[src/rtl/pattern_sequencer.sv]
// Purpose : writable DEPTH-slot character table replayed on a valid/ready stream, forward or reverse, loop or one-shot.
// Latency : first character one cycle after start; one character per cycle while o_out_valid & i_out_ready.
// Backpressure: pointer and o_out_char hold while i_out_ready is low; nothing is dropped.
//
// Ports:
//   i_clk, i_rst_n                 rising-edge clock, synchronous active-low reset
//   i_wr_en/i_wr_addr/i_wr_data    table write port (honoured in IDLE only, out-of-range addresses dropped)
//   i_len, i_mode, i_dir           message length (clamped 1..DEPTH), 0=loop/1=one-shot, 0=forward/1=reverse
//   i_start, i_stop                start (level, IDLE only) and abort (wins over start and handshake)
//   o_out_valid/i_out_ready/o_out_char   character stream
//   o_pos_onehot, o_busy, o_done   current slot, RUN indicator, end-of-one-shot pulse
module pattern_sequencer #(
    parameter int DEPTH  = 5,
    parameter int CHAR_W = 7,
    localparam int AW    = (DEPTH > 1) ? $clog2(DEPTH) : 1
) (
    input  logic              i_clk,
    input  logic              i_rst_n,
    input  logic              i_wr_en,
    input  logic [AW-1:0]     i_wr_addr,
    input  logic [CHAR_W-1:0] i_wr_data,
    input  logic [AW:0]       i_len,
    input  logic              i_mode,
    input  logic              i_dir,
    input  logic              i_start,
    input  logic              i_stop,
    output logic              o_out_valid,
    input  logic              i_out_ready,
    output logic [CHAR_W-1:0] o_out_char,
    output logic [DEPTH-1:0]  o_pos_onehot,
    output logic              o_busy,
    output logic              o_done
);

    typedef enum logic {
        S_IDLE = 1'b0,
        S_RUN  = 1'b1
    } state_t;

    localparam logic [AW:0] DEPTH_L = (AW+1)'(DEPTH);

    logic [CHAR_W-1:0] r_table [DEPTH];
    state_t            r_state;
    logic [AW-1:0]     r_pos;
    logic [AW:0]       r_len;
    logic              r_mode;
    logic              r_dir;
    logic              r_out_valid;
    logic [CHAR_W-1:0] r_out_char;
    logic [DEPTH-1:0]  r_pos_onehot;
    logic              r_busy;
    logic              r_done;

    logic [AW:0]       w_len_clamp;
    logic [AW-1:0]     w_start_pos;
    logic [AW-1:0]     w_end_idx;
    logic              w_last;
    logic [AW-1:0]     w_next_pos;
    logic              w_wr_ok;
    logic              w_hs;

    // Clamp applied to the raw length so the latched L is always 1..DEPTH.
    assign w_len_clamp = (i_len == '0)     ? (AW+1)'(1) :
                         (i_len > DEPTH_L) ? DEPTH_L    : i_len;
    assign w_start_pos = i_dir ? AW'(w_len_clamp - (AW+1)'(1)) : '0;

    // Final slot of the running message depends on direction.
    assign w_end_idx  = AW'(r_len - (AW+1)'(1));
    assign w_last     = r_dir ? (r_pos == '0) : (r_pos == w_end_idx);
    assign w_next_pos = w_last ? (r_dir ? w_end_idx : '0)
                               : (r_dir ? r_pos - AW'(1) : r_pos + AW'(1));

    assign w_wr_ok = ({1'b0, i_wr_addr} < DEPTH_L);
    assign w_hs    = r_out_valid & i_out_ready;

    always_ff @(posedge i_clk) begin
        if (!i_rst_n) begin
            for (int i = 0; i < DEPTH; i++) r_table[i] <= '0;
            r_state      <= S_IDLE;
            r_pos        <= '0;
            r_len        <= (AW+1)'(1);
            r_mode       <= 1'b0;
            r_dir        <= 1'b0;
            r_out_valid  <= 1'b0;
            r_out_char   <= '0;
            r_pos_onehot <= '0;
            r_busy       <= 1'b0;
            r_done       <= 1'b0;
        end else begin
            r_done <= 1'b0;
            case (r_state)
                S_IDLE: begin
                    if (i_wr_en && w_wr_ok) r_table[i_wr_addr] <= i_wr_data;
                    if (i_start && !i_stop) begin
                        r_state      <= S_RUN;
                        r_len        <= w_len_clamp;
                        r_mode       <= i_mode;
                        r_dir        <= i_dir;
                        r_pos        <= w_start_pos;
                        r_out_valid  <= 1'b1;
                        r_out_char   <= r_table[w_start_pos];
                        r_pos_onehot <= DEPTH'(1) << w_start_pos;
                        r_busy       <= 1'b1;
                    end
                end
                S_RUN: begin
                    // Stop wins: the current character may be consumed, but nothing advances.
                    if (i_stop || (w_hs && w_last && r_mode)) begin
                        r_state      <= S_IDLE;
                        r_pos        <= '0;
                        r_out_valid  <= 1'b0;
                        r_out_char   <= '0;
                        r_pos_onehot <= '0;
                        r_busy       <= 1'b0;
                        r_done       <= !i_stop;
                    end else if (w_hs) begin
                        r_pos        <= w_next_pos;
                        r_out_char   <= r_table[w_next_pos];
                        r_pos_onehot <= DEPTH'(1) << w_next_pos;
                    end
                end
                default: r_state <= S_IDLE;
            endcase
        end
    end

    assign o_out_valid  = r_out_valid;
    assign o_out_char   = r_out_char;
    assign o_pos_onehot = r_pos_onehot;
    assign o_busy       = r_busy;
    assign o_done       = r_done;

endmodule

[config.mk]
export PLATFORM = sky130hd
export DESIGN_NAME = pattern_sequencer
export DESIGN_NICKNAME = d
export VERILOG_FILES = /design/src/rtl/pattern_sequencer.sv
export SDC_FILE = /design/constraint.sdc
export NUM_CORES = 1
export LEC_CHECK = 0
export ABC_AREA = 0
export BUFFER_PORTS_ARGS = -buffer_cell sky130_fd_sc_hd__buf_2
export CAP_MARGIN = 25
export CELL_PAD_IN_SITES_DETAIL_PLACEMENT = 0
export CELL_PAD_IN_SITES_GLOBAL_PLACEMENT = 1
export CORE_MARGIN = 10
export CORE_UTILIZATION = 49
export CTS_BUF_LIST = sky130_fd_sc_hd__clkbuf_4 sky130_fd_sc_hd__clkbuf_8
export DETAILED_ROUTE_END_ITERATION = 10
export MAX_ROUTING_LAYER = met4
export PLACE_DENSITY = 0.88
export SYNTH_ARGS = -nofsm -noshare
export SYNTH_HDL_FRONTEND = slang
export SYNTH_SLANG_ARGS = --single-unit
[constraint.sdc]
create_clock -name i_clk -period 3.8 [get_ports i_clk]
set_input_delay 0.76 -clock i_clk [delete_from_list [all_inputs] [get_ports i_clk]]
set_output_delay 0.76 -clock i_clk [all_outputs]
set_load 0.005 [all_outputs]
==> impl_metrics.py, run 1 <==
metrics = {
    "run_status": {
        "status": "complete, no violations",
    },
    "power_and_ir_drop": {
        "powerDensity_nw_per_um2": 455,
        "pwr-share-comb_pct": 20.6,
        "fin_total_pwr_mw": 2.27,
        "leakage_nw": 1.85,
        "power_switching_mw": 0.671,
        "pwr-share-seq_pct": 44.8,
        "p_int_mw": 1.60,
        "pwr-share-clk_pct": 34.6,
        "ir_worst_vdd_mv": 0.303,
        "switching_share_pct": 29.6,
    },
    "finish": {
        "fin_util_pct": 57.2,
        "final_nets": 500,
        "area_delta_synth_final_pct": 14.1,
        "instances_no_fill": 588,
        "final_layout_size_suffix_gt1_share_pct": 17.9,
        "n_antenna_cell": 0,
        "n_fill_cell": 757,
    },
    "timing": {
        "min_period_ns": 2.99,
        "timing.final.crit_share_pct": 78.6,
        "slew-limit-headroom_pct": 50.6,
        "setup-tns-final_ns": 0,
        "hold_viol_final": 0,
        "setup_viol": 0,
        "fmax_mhz": 335,
        "slew_violations": 0,
        "grt_setup_unrepaired": "false",
        "fin_skew_ns": 0.00805,
        "timing.hold.ws_ns": 0.460,
        "worst_slew_pin_slew_ns": 0.720,
    },
    "clock_network": {
        "ctsHoldBuffers": 0,
        "cts_max_path_buffers": 2,
        "cts_buffers": 9,
        "h-tree-depth": 3,
        "path_clk_slew_ns": 0.09,
        "cts_root_buf": "clkbuf_8",
        "ctsResizeCount": 0,
        "cts_setup_buffers": 0,
        "clk_latency_ns": 0.36,
        "cts_tree": "yes",
        "clkSinkCount": 79,
    },
    "place": {
        "dp_hpwl_um": 8800,
        "port_buffers": 36,
        "gp_congestion": 0.950,
        "dp_cells": 572,
    },
    "logic_synthesis": {
        "synth_flop_cell": "edfxtp_1",
        "synth_cell_types": 63,
        "syn_inst": 420,
        "synthesis.area_um2": 4370,
        "synth-seq-area-share_pct": 49.0,
        "syn_avg_cell_area_um2": 10.4,
        "synth-edff-count": 56,
        "synthTopCellsByCount": "56 x edfxtp_1, 38 x and2_1, 31 x o21ai_0",
        "async_flop_share_pct": 0,
        "synth_most_common_cell": "edfxtp_1",
        "postSynthRegisterBits": 79,
        "yosysWarnings": 0,
        "synth_top_area_share_pct": 38.5,
        "synthTopCellsByArea": "edfxtp_1 38%, dfxtp_1 11%, and2_1 5.4%, o21ai_0 3.5%, a21oi_1 2.5%",
        "synth_top_cell_by_area": "edfxtp_1",
    },
    "drt": {
        "via_per_inst": 6.35,
        "drt_iter0_drc": 455,
        "wl_met1_um": 5200,
        "wl_per_cell_um": 20.8,
        "top_layer": "met4",
        "num_vias": 3735,
        "drcViolationCount": 0,
        "dr.pass1.iters": 5,
        "route.met2.wl_um": 5610,
        "wl_met3_um": 1170,
        "drt.antenna.violating_nets": 0,
        "wl_um": 12300,
    },
    "floorplan": {
        "dieArea_um2": 13100,
        "num_rows": 34,
        "die_y_um": 114,
        "initial_core_util_pct": 50.1,
        "coreArea_um2": 8720,
        "die_x_um": 114,
        "io_pins": 37,
    },
    "worst_setup_path": {
        "cp-end-kind": "flop",
        "critPathMaxFanout": 9,
        "cp.required_ns": 4.04,
        "cp-start-kind": "flop",
        "criticalPathCategory": "reg -> reg",
        "crit_arrival_ns": 3.23,
    },
    "worst_hold_path": {
        "hold_path.class": "reg -> reg",
    },
    "grt": {
        "grt_max_degree": 32,
        "grt_pass1_vias": 3571,
        "grt.total_usage_pct": 19.4,
        "overflow": 0,
        "antenna_found_initial": 0,
        "grt_pass1_wl_um": 19500,
    },
    "flow_run": {
        "maxCapViolCount": 0,
    },
}
[area by class of cell]
type / count / area (um^2) / area share (%)
flip-flops and latches: 79 / 2140 / 43.0
inverters: 11 / 41.3 / 0.828
clock inverters: 7 / 126 / 2.53
clock buffers: 9 / 124 / 2.48
repair buffers: 47 / 263 / 5.27
well taps: 108 / 135 / 2.71
multi-input cells: 327 / 2160 / 43.2
[state kept, by name, summed over array words and instances (netlist names)]
signal and count:
r_pos 3, r_len 3, o_out_char 7, r_state 1, o_busy 1, o_done 1
r_table 56, r_mode 1, r_dir 1, o_pos_onehot 5
[per-layer routing]
metal  track usage, %  vias to the layer above
met1             26.4                     1771
met2             27.8                      224
met3             4.30                       27
met5                -                        -
met4             6.77                        0
li1                 -                     1713
[worst max-delay path: stages, from the launching register on]
cell and delay [ns]:
dfxtp_1 0.41, fa_1 0.56, inv_1 0.05, mux2i_1 0.54
buf_4 0.32, nand3_1 0.36, o22a_1 0.30, a31oi_1 0.22
o22ai_1 0.11
[layout by cell type (no fill, tap or decap), types with 5 or more instances in the layout]
master,count
buf_2,36
a21oi_1,22
o311ai_0,5
a211oi_1,11
o21ai_0,30
or3_1,10
mux2_2,6
mux2i_1,6
o22a_1,10
nand3_1,10
nor3b_1,7
conb_1,21
and3_1,7
and2_1,38
nand4_1,7
clkbuf_8,9
buf_4,11
o41ai_1,5
edfxtp_1,56
dfxtp_1,23
inv_1,11
a31oi_1,11
nand4b_1,5
nor2_1,22
nand2_1,23
a311oi_1,5
o22ai_1,11
[through the flow]
step / instance area [um^2] / worst slack [ns]
final: 4990 / 0.813
after global routing: 4990 / 0.665
after CTS: 4990 / 0.817
after detailed placement: 4740 / 0.739
after global placement: 4740 / 0.787
after floorplan: 4450 / 0.859
[worst paths after layout]
kind | startpoint | endpoint | slack [ns] | depth (start not counted)
worst max register to register | r_pos[0] | o_out_char[0] | 0.81 | 8
worst min-delay path | r_len[1] | r_len[1] | 0.46 | 2
worst min register to register | r_len[1] | r_len[1] | 0.46 | 2
worst max-delay path | r_pos[0] | o_out_char[0] | 0.81 | 8
[power by group through the flow]
stage,Sequential [mW],Combinational (mW),Clock (mW)
2_1_floorplan,1.02,0.325,0
4_1_cts,1.02,0.459,0.793
3_5_place_dp,1.04,0.457,0
5_1_grt,1.02,0.502,0.839
6_report,1.02,0.467,0.785
3_3_place_gp,1.03,0.453,0
[kinds of logic (layout without fill, tap and decap cells)]
kind of cell / after synthesis / in the layout / share of synthesized area (%)
adders and majority gates: 3 / 3 / 1.03
xor gates and xnor gates: 6 / 6 / 1.52
other: 1 / 21 / 0.0858
muxes: 17 / 17 / 4.55
buffers and inverters: 34 / 74 / 3.38
DFF: 79 / 79 / 49.0
AOI/OAI and AO/OA: 134 / 134 / 21.5
and+or+nand+nor: 146 / 146 / 18.9
Note: power is estimated with default switching activity, not from simulation.
==> run 2: changes to the inputs <==
--- a/config.mk
+++ b/config.mk
@@ -11,11 +11,11 @@
 export CELL_PAD_IN_SITES_DETAIL_PLACEMENT = 0
 export CELL_PAD_IN_SITES_GLOBAL_PLACEMENT = 1
 export CORE_MARGIN = 10
-export CORE_UTILIZATION = 49
+export CORE_UTILIZATION = 44
 export CTS_BUF_LIST = sky130_fd_sc_hd__clkbuf_4 sky130_fd_sc_hd__clkbuf_8
 export DETAILED_ROUTE_END_ITERATION = 10
 export MAX_ROUTING_LAYER = met4
-export PLACE_DENSITY = 0.88
+export PLACE_DENSITY = 0.84
 export SYNTH_ARGS = -nofsm -noshare
 export SYNTH_HDL_FRONTEND = slang
 export SYNTH_SLANG_ARGS = --single-unit
==> constraint.sdc (replaced) <==
create_clock -name i_clk -period 2.5 [get_ports i_clk]
set_input_delay 0.5 -clock i_clk [delete_from_list [all_inputs] [get_ports i_clk]]
set_output_delay 0.5 -clock i_clk [all_outputs]
set_load 0.005 [all_outputs]
==> run 2 against run 1 <==
Net effect: critical path depth is the same; setup slack lost 0.72 ns; power grew 46%; highest routed layer unchanged; critical endpoint is now o_out_char[4]; clock power grew 21%; maximum frequency grew 24%.
==> impl_metrics.py, run 2 (synthesis results as in run 1) <==
metrics = {
    "grt": {
        "grt_pass1_vias": 3782,
        "grt_pass1_wl_um": 20400,
        "overflow": 0,
        "grt_max_degree": 31,
        "antenna_found_initial": 0,
        "grt.total_usage_pct": 18.3,
    },
    "clock_network": {
        "clk_latency_ns": 0.36,
        "ctsHoldBuffers": 0,
        "clkSinkCount": 79,
        "h-tree-depth": 3,
        "cts_root_buf": "clkbuf_8",
        "path_clk_slew_ns": 0.09,
        "cts_tree": "yes",
        "cts_buffers": 9,
        "cts_max_path_buffers": 2,
    },
    "timing": {
        "hold_viol_final": 0,
        "setup_viol": 0,
        "timing.hold.ws_ns": 0.361,
        "timing.final.crit_share_pct": 96.1,
        "setup-tns-final_ns": 0,
        "slew_violations": 0,
        "grt_setup_unrepaired": "false",
        "min_period_ns": 2.40,
        "fmax_mhz": 416,
        "fin_skew_ns": 0.0103,
    },
    "drt": {
        "drt_iter0_drc": 384,
        "num_vias": 3784,
        "wl_per_cell_um": 19.6,
        "drcViolationCount": 0,
        "wl_um": 12600,
        "via_per_inst": 5.88,
        "drt.antenna.violating_nets": 0,
        "dr.pass1.iters": 5,
    },
    "finish": {
        "instances_no_fill": 644,
        "regMostFlops": "r_table",
        "final_common_cell": "edfxtp_1",
        "final_layout_size_suffix_gt1_share_pct": 24.3,
        "largest_register_ffs": 56,
        "fin_util_pct": 54.0,
        "n_fill_cell": 900,
        "final_nets": 532,
        "area_delta_synth_final_pct": 20.3,
        "layout_common_cells": "56 x edfxtp_1, 42 x buf_4, 38 x and2_1",
        "n_antenna_cell": 0,
    },
    "worst_setup_path": {
        "reg2reg_depth": 8,
        "cp-end-kind": "flop",
        "crit_arrival_ns": 2.69,
        "critPathLaunch": "r_len[0]",
        "cp-start-kind": "flop",
        "timing.rr.end": "o_out_char[4]",
        "r2r-start": "r_len[0]",
        "criticalPathCategory": "reg -> reg",
        "worst-r2r-setup-slack_ns": 0.1,
        "critPathMaxFanout": 8,
        "cp.required_ns": 2.79,
    },
    "floorplan": {
        "initial_core_util_pct": 44.9,
        "die_y_um": 120,
        "die_x_um": 120,
        "io_pins": 37,
        "coreArea_um2": 9730,
        "num_rows": 36,
        "dieArea_um2": 14300,
    },
    "power_and_ir_drop": {
        "ir_worst_vdd_mv": 0.321,
        "leakage_nw": 1.99,
        "p_int_mw": 2.31,
        "powerDensity_nw_per_um2": 632,
        "pwr-share-seq_pct": 46.5,
        "pwr-share-clk_pct": 28.5,
        "pwr-share-comb_pct": 24.9,
        "power_switching_mw": 1.01,
        "switching_share_pct": 30.5,
    },
    "worst_hold_path": {
        "hold_path_depth": 2,
        "min-delay-start": "i_stop",
        "worstHoldEndpoint": "r_state",
        "hold_path.class": "in -> reg",
    },
    "place": {
        "dp_hpwl_um": 9470,
        "dp_cells": 627,
        "port_buffers": 36,
        "gp_congestion": 0.940,
    },
    "run_status": {
        "status": "complete, no violations",
    },
    "flow_run": {
        "maxCapViolCount": 0,
    },
}
-- run 2: area by class of cell --
cell class                      count  area [um^2]  area share, %
Timing Repair Buffer               79          515           9.81
Sequential cell                    79         2140           40.8
Tap cell                          133          166           3.17
Multi-Input combinational cell    327         2200           41.9
Clock inverter                      5         57.6           1.09
Clock buffer                       10          131           2.50
Inverter                           11         41.3          0.786
-- run 2: metal layers --
layer	up-vias	track usage [%]	share of wire (%)
met1	1788	23.6	44
met3	38	3.75	7.7
met4	0	8.14	2.6
met2	177	27.2	46
met5	-	-	0
li1	1781	-	-
-- run 2: repair_timing --
action,CTS,global route
endpoints found under the setup margin,5,7
setup buffers,0,2
gates resized for setup,2,4
-- run 2: how the worst max path moves through the flow --
stage,end,slack [ns],cells past startpoint
floorplan,o_out_char[3],0.01,10
global placement,o_out_char[1],-0.04,9
detailed placement,o_out_char[1],-0.10,12
CTS,o_out_char[6],0.02,9
global route,o_out_char[1],0.02,8
finish,o_out_char[4],0.1,8
-- run 2: power groups by stage --
stage               registers (mW)  logic (mW)  clock network (mW)
floorplan                     1.55       0.496                   0
global placement              1.57       0.769                   0
detailed placement            1.57       0.779                   0
CTS                           1.54       0.787               0.958
global route                  1.55       0.892                1.02
finish                        1.54       0.828               0.948
-- run 2: critical path: stages (launching register included) --
cell	delay, ns
dfxtp_1	0.33
inv_1	0.06
ha_1	0.36
xor2_1	0.19
and3_2	0.26
a32oi_4	0.32
and2_1	0.43
a31oi_1	0.19
o22ai_1	0.18
-- run 2: through the flow --
stage	worst slack (ns)	cell area, um^2	total power [mW]
5_1_grt	0.0197	5260	3.47
4_1_cts	0.0239	5220	3.29
3_5_place_dp	-0.101	5020	2.35
6_report	0.0965	5260	3.32
2_1_floorplan	0.0125	4460	2.04
3_3_place_gp	-0.0408	5020	2.34
==> run 3: changes to the inputs <==
--- a/config.mk
+++ b/config.mk
@@ -11,11 +11,12 @@
 export CELL_PAD_IN_SITES_DETAIL_PLACEMENT = 0
 export CELL_PAD_IN_SITES_GLOBAL_PLACEMENT = 1
 export CORE_MARGIN = 10
-export CORE_UTILIZATION = 44
+export CORE_UTILIZATION = 53
 export CTS_BUF_LIST = sky130_fd_sc_hd__clkbuf_4 sky130_fd_sc_hd__clkbuf_8
 export DETAILED_ROUTE_END_ITERATION = 10
 export MAX_ROUTING_LAYER = met4
-export PLACE_DENSITY = 0.84
+export PLACE_DENSITY = 0.94
+export REMOVE_ABC_BUFFERS = 1
 export SYNTH_ARGS = -nofsm -noshare
 export SYNTH_HDL_FRONTEND = slang
 export SYNTH_SLANG_ARGS = --single-unit
==> constraint.sdc (replaced) <==
create_clock -name i_clk -period 3 [get_ports i_clk]
set_input_delay 0.6 -clock i_clk [delete_from_list [all_inputs] [get_ports i_clk]]
set_output_delay 0.6 -clock i_clk [all_outputs]
set_load 0.005 [all_outputs]
==> run 3 against run 2 <==
Net effect: register-to-register slack better by 0.14 ns; flip-flop and latch count did not move; sequential power fell by 16%; cell area is 4.7% lower; maximum frequency is 13% lower; power shrank 18%; utilization increased by 7.5 points; hold slack better by 0.10 ns; count of clock-buffer cells in the layout shrank 1; critical path type unchanged; largest power group unchanged.
==> impl_metrics.py, run 3 (synthesis results as in run 1) <==
metrics = {
    "finish": {
        "final_nets": 509,
        "n_fill_cell": 681,
        "final_common_cell": "edfxtp_1",
        "largest_register_ffs": 56,
        "n_antenna_cell": 0,
        "final_layout_size_suffix_gt1_share_pct": 19.6,
        "regMostFlops": "r_table",
        "area_delta_synth_final_pct": 14.6,
        "layout_common_cells": "56 x edfxtp_1, 38 x and2_1, 36 x buf_2",
        "final_area_um2": 5010,
    },
    "grt": {
        "grt_pass1_vias": 3593,
        "grt_pass1_wl_um": 19200,
        "overflow": 0,
        "grt.total_usage_pct": 19.7,
        "grt_max_degree": 25,
        "antenna_found_initial": 0,
    },
    "worst_setup_path": {
        "cp-end-kind": "flop",
        "cp-start-kind": "flop",
        "cpLargestDelayFamily": "compound AO/OA/AOI/OAI gates",
        "cp_cell_sequence": "fa_1, inv_1, mux2i_1, buf_4, nand3_1, o22a_1, a31oi_1, o22ai_1",
        "criticalPathCategory": "reg -> reg",
        "slowest_stage": "fa_1",
        "crit_arrival_ns": 3.00,
        "cp_num_buf_inv": 2,
        "cp.required_ns": 3.24,
        "cpPeakStageDelay_ns": 0.58,
        "critPathMaxFanout": 8,
    },
    "timing": {
        "worst_slew_pin_slew_ns": 0.693,
        "fmax_mhz": 362,
        "slew-limit-headroom_pct": 53.5,
        "layout_setup_ws_ns": 0.241,
        "min_period_ns": 2.76,
        "timing.hold.ws_ns": 0.461,
        "slew_violations": 0,
        "hold_viol_final": 0,
        "fin_skew_ns": 0.0161,
        "setup_viol": 0,
        "grt_setup_unrepaired": "false",
        "timing.final.crit_share_pct": 92.0,
    },
    "clock_network": {
        "h-tree-depth": 3,
        "path_clk_slew_ns": 0.10,
        "cts_tree": "yes",
        "clkSinkCount": 79,
        "ctsHoldBuffers": 0,
        "clk_latency_ns": 0.36,
        "cts_max_path_buffers": 2,
        "cts_buffers": 9,
        "cts_root_buf": "clkbuf_8",
        "cts_setup_buffers": 0,
        "ctsResizeCount": 0,
    },
    "drt": {
        "via_per_inst": 6.26,
        "wl_per_cell_um": 20.2,
        "num_vias": 3720,
        "drt.antenna.violating_nets": 0,
        "drcViolationCount": 0,
        "drt_iter0_drc": 460,
        "wl_um": 12000,
        "dr.pass1.iters": 5,
    },
    "place": {
        "port_buffers": 36,
        "dp_hpwl_um": 8760,
        "placed_cell_area_um2": 4800,
        "dp_slack_ns": 0.219,
        "gp_congestion": 0.965,
    },
    "power_and_ir_drop": {
        "fin_total_pwr_mw": 2.73,
        "pwr-share-comb_pct": 22.5,
        "pwr-share-clk_pct": 30.2,
        "powerDensity_nw_per_um2": 544,
        "p_int_mw": 1.88,
        "switching_share_pct": 31.2,
        "power_switching_mw": 0.849,
        "pwr-share-seq_pct": 47.3,
        "leakage_nw": 1.87,
        "ir_worst_vdd_mv": 0.399,
    },
    "floorplan": {
        "initial_core_util_pct": 53.7,
        "num_rows": 33,
        "dieArea_um2": 12300,
        "die_y_um": 111,
        "io_pins": 37,
        "coreArea_um2": 8130,
        "die_x_um": 111,
    },
    "flow_run": {
        "maxCapViolCount": 0,
    },
    "worst_hold_path": {
        "hold_path.class": "reg -> reg",
    },
    "run_status": {
        "status": "complete, no violations",
    },
}
[run 3: cell type report]
| class | instances | area [um^2] | share of cell area [%] |
|---|---|---|---|
| multi-input cells | 327 | 2160 | 43.1 |
| repair buffers | 56 | 330 | 6.60 |
| clock buffers | 9 | 124 | 2.47 |
| well taps | 105 | 131 | 2.62 |
| clock inverters | 7 | 78.8 | 1.57 |
| flip-flops and latches | 79 | 2140 | 42.8 |
| inverters | 11 | 41.3 | 0.825 |
[run 3: worst paths after layout]
path | start | to | slack, ns | cells past startpoint
max | r_pos[0] | o_out_char[5] | 0.24 | 8
min | r_mode | r_mode | 0.46 | 2
max reg2reg | r_pos[0] | o_out_char[5] | 0.24 | 8
min reg2reg | r_mode | r_mode | 0.46 | 2
[run 3: metal layers]
layer | vias up | track usage, % | part of all wire, %
met3 | 32 | 4.33 | 8.6
met1 | 1769 | 25.3 | 43
met4 | 0 | 8.25 | 3.0
met5 | - | - | 0
met2 | 191 | 29.4 | 45
li1 | 1728 | - | -
[run 3: worst min-delay path, stage by stage (launching register included)]
cell     delay (ns)
dfxtp_1        0.32
nand2_1        0.05
a21oi_1        0.05
[run 3: stage by stage]
step | TNS (ns) | instances | utilization [%]
2_1_floorplan | -3.99 | 417 | -
3_3_place_gp | 0 | 578 | 59.1
3_5_place_dp | 0 | 578 | 59.1
6_report | 0 | 594 | 61.6
4_1_cts | 0 | 594 | 61.6
5_1_grt | 0 | 594 | 61.6
[run 3: power by group through the flow]
stage               sequential, mW  clock, mW  combinational [mW]
floorplan                     1.29          0               0.382
global placement              1.31          0               0.587
detailed placement            1.31          0               0.599
CTS                           1.29      0.835               0.601
global route                  1.30      0.883               0.657
finish                        1.29      0.824               0.613
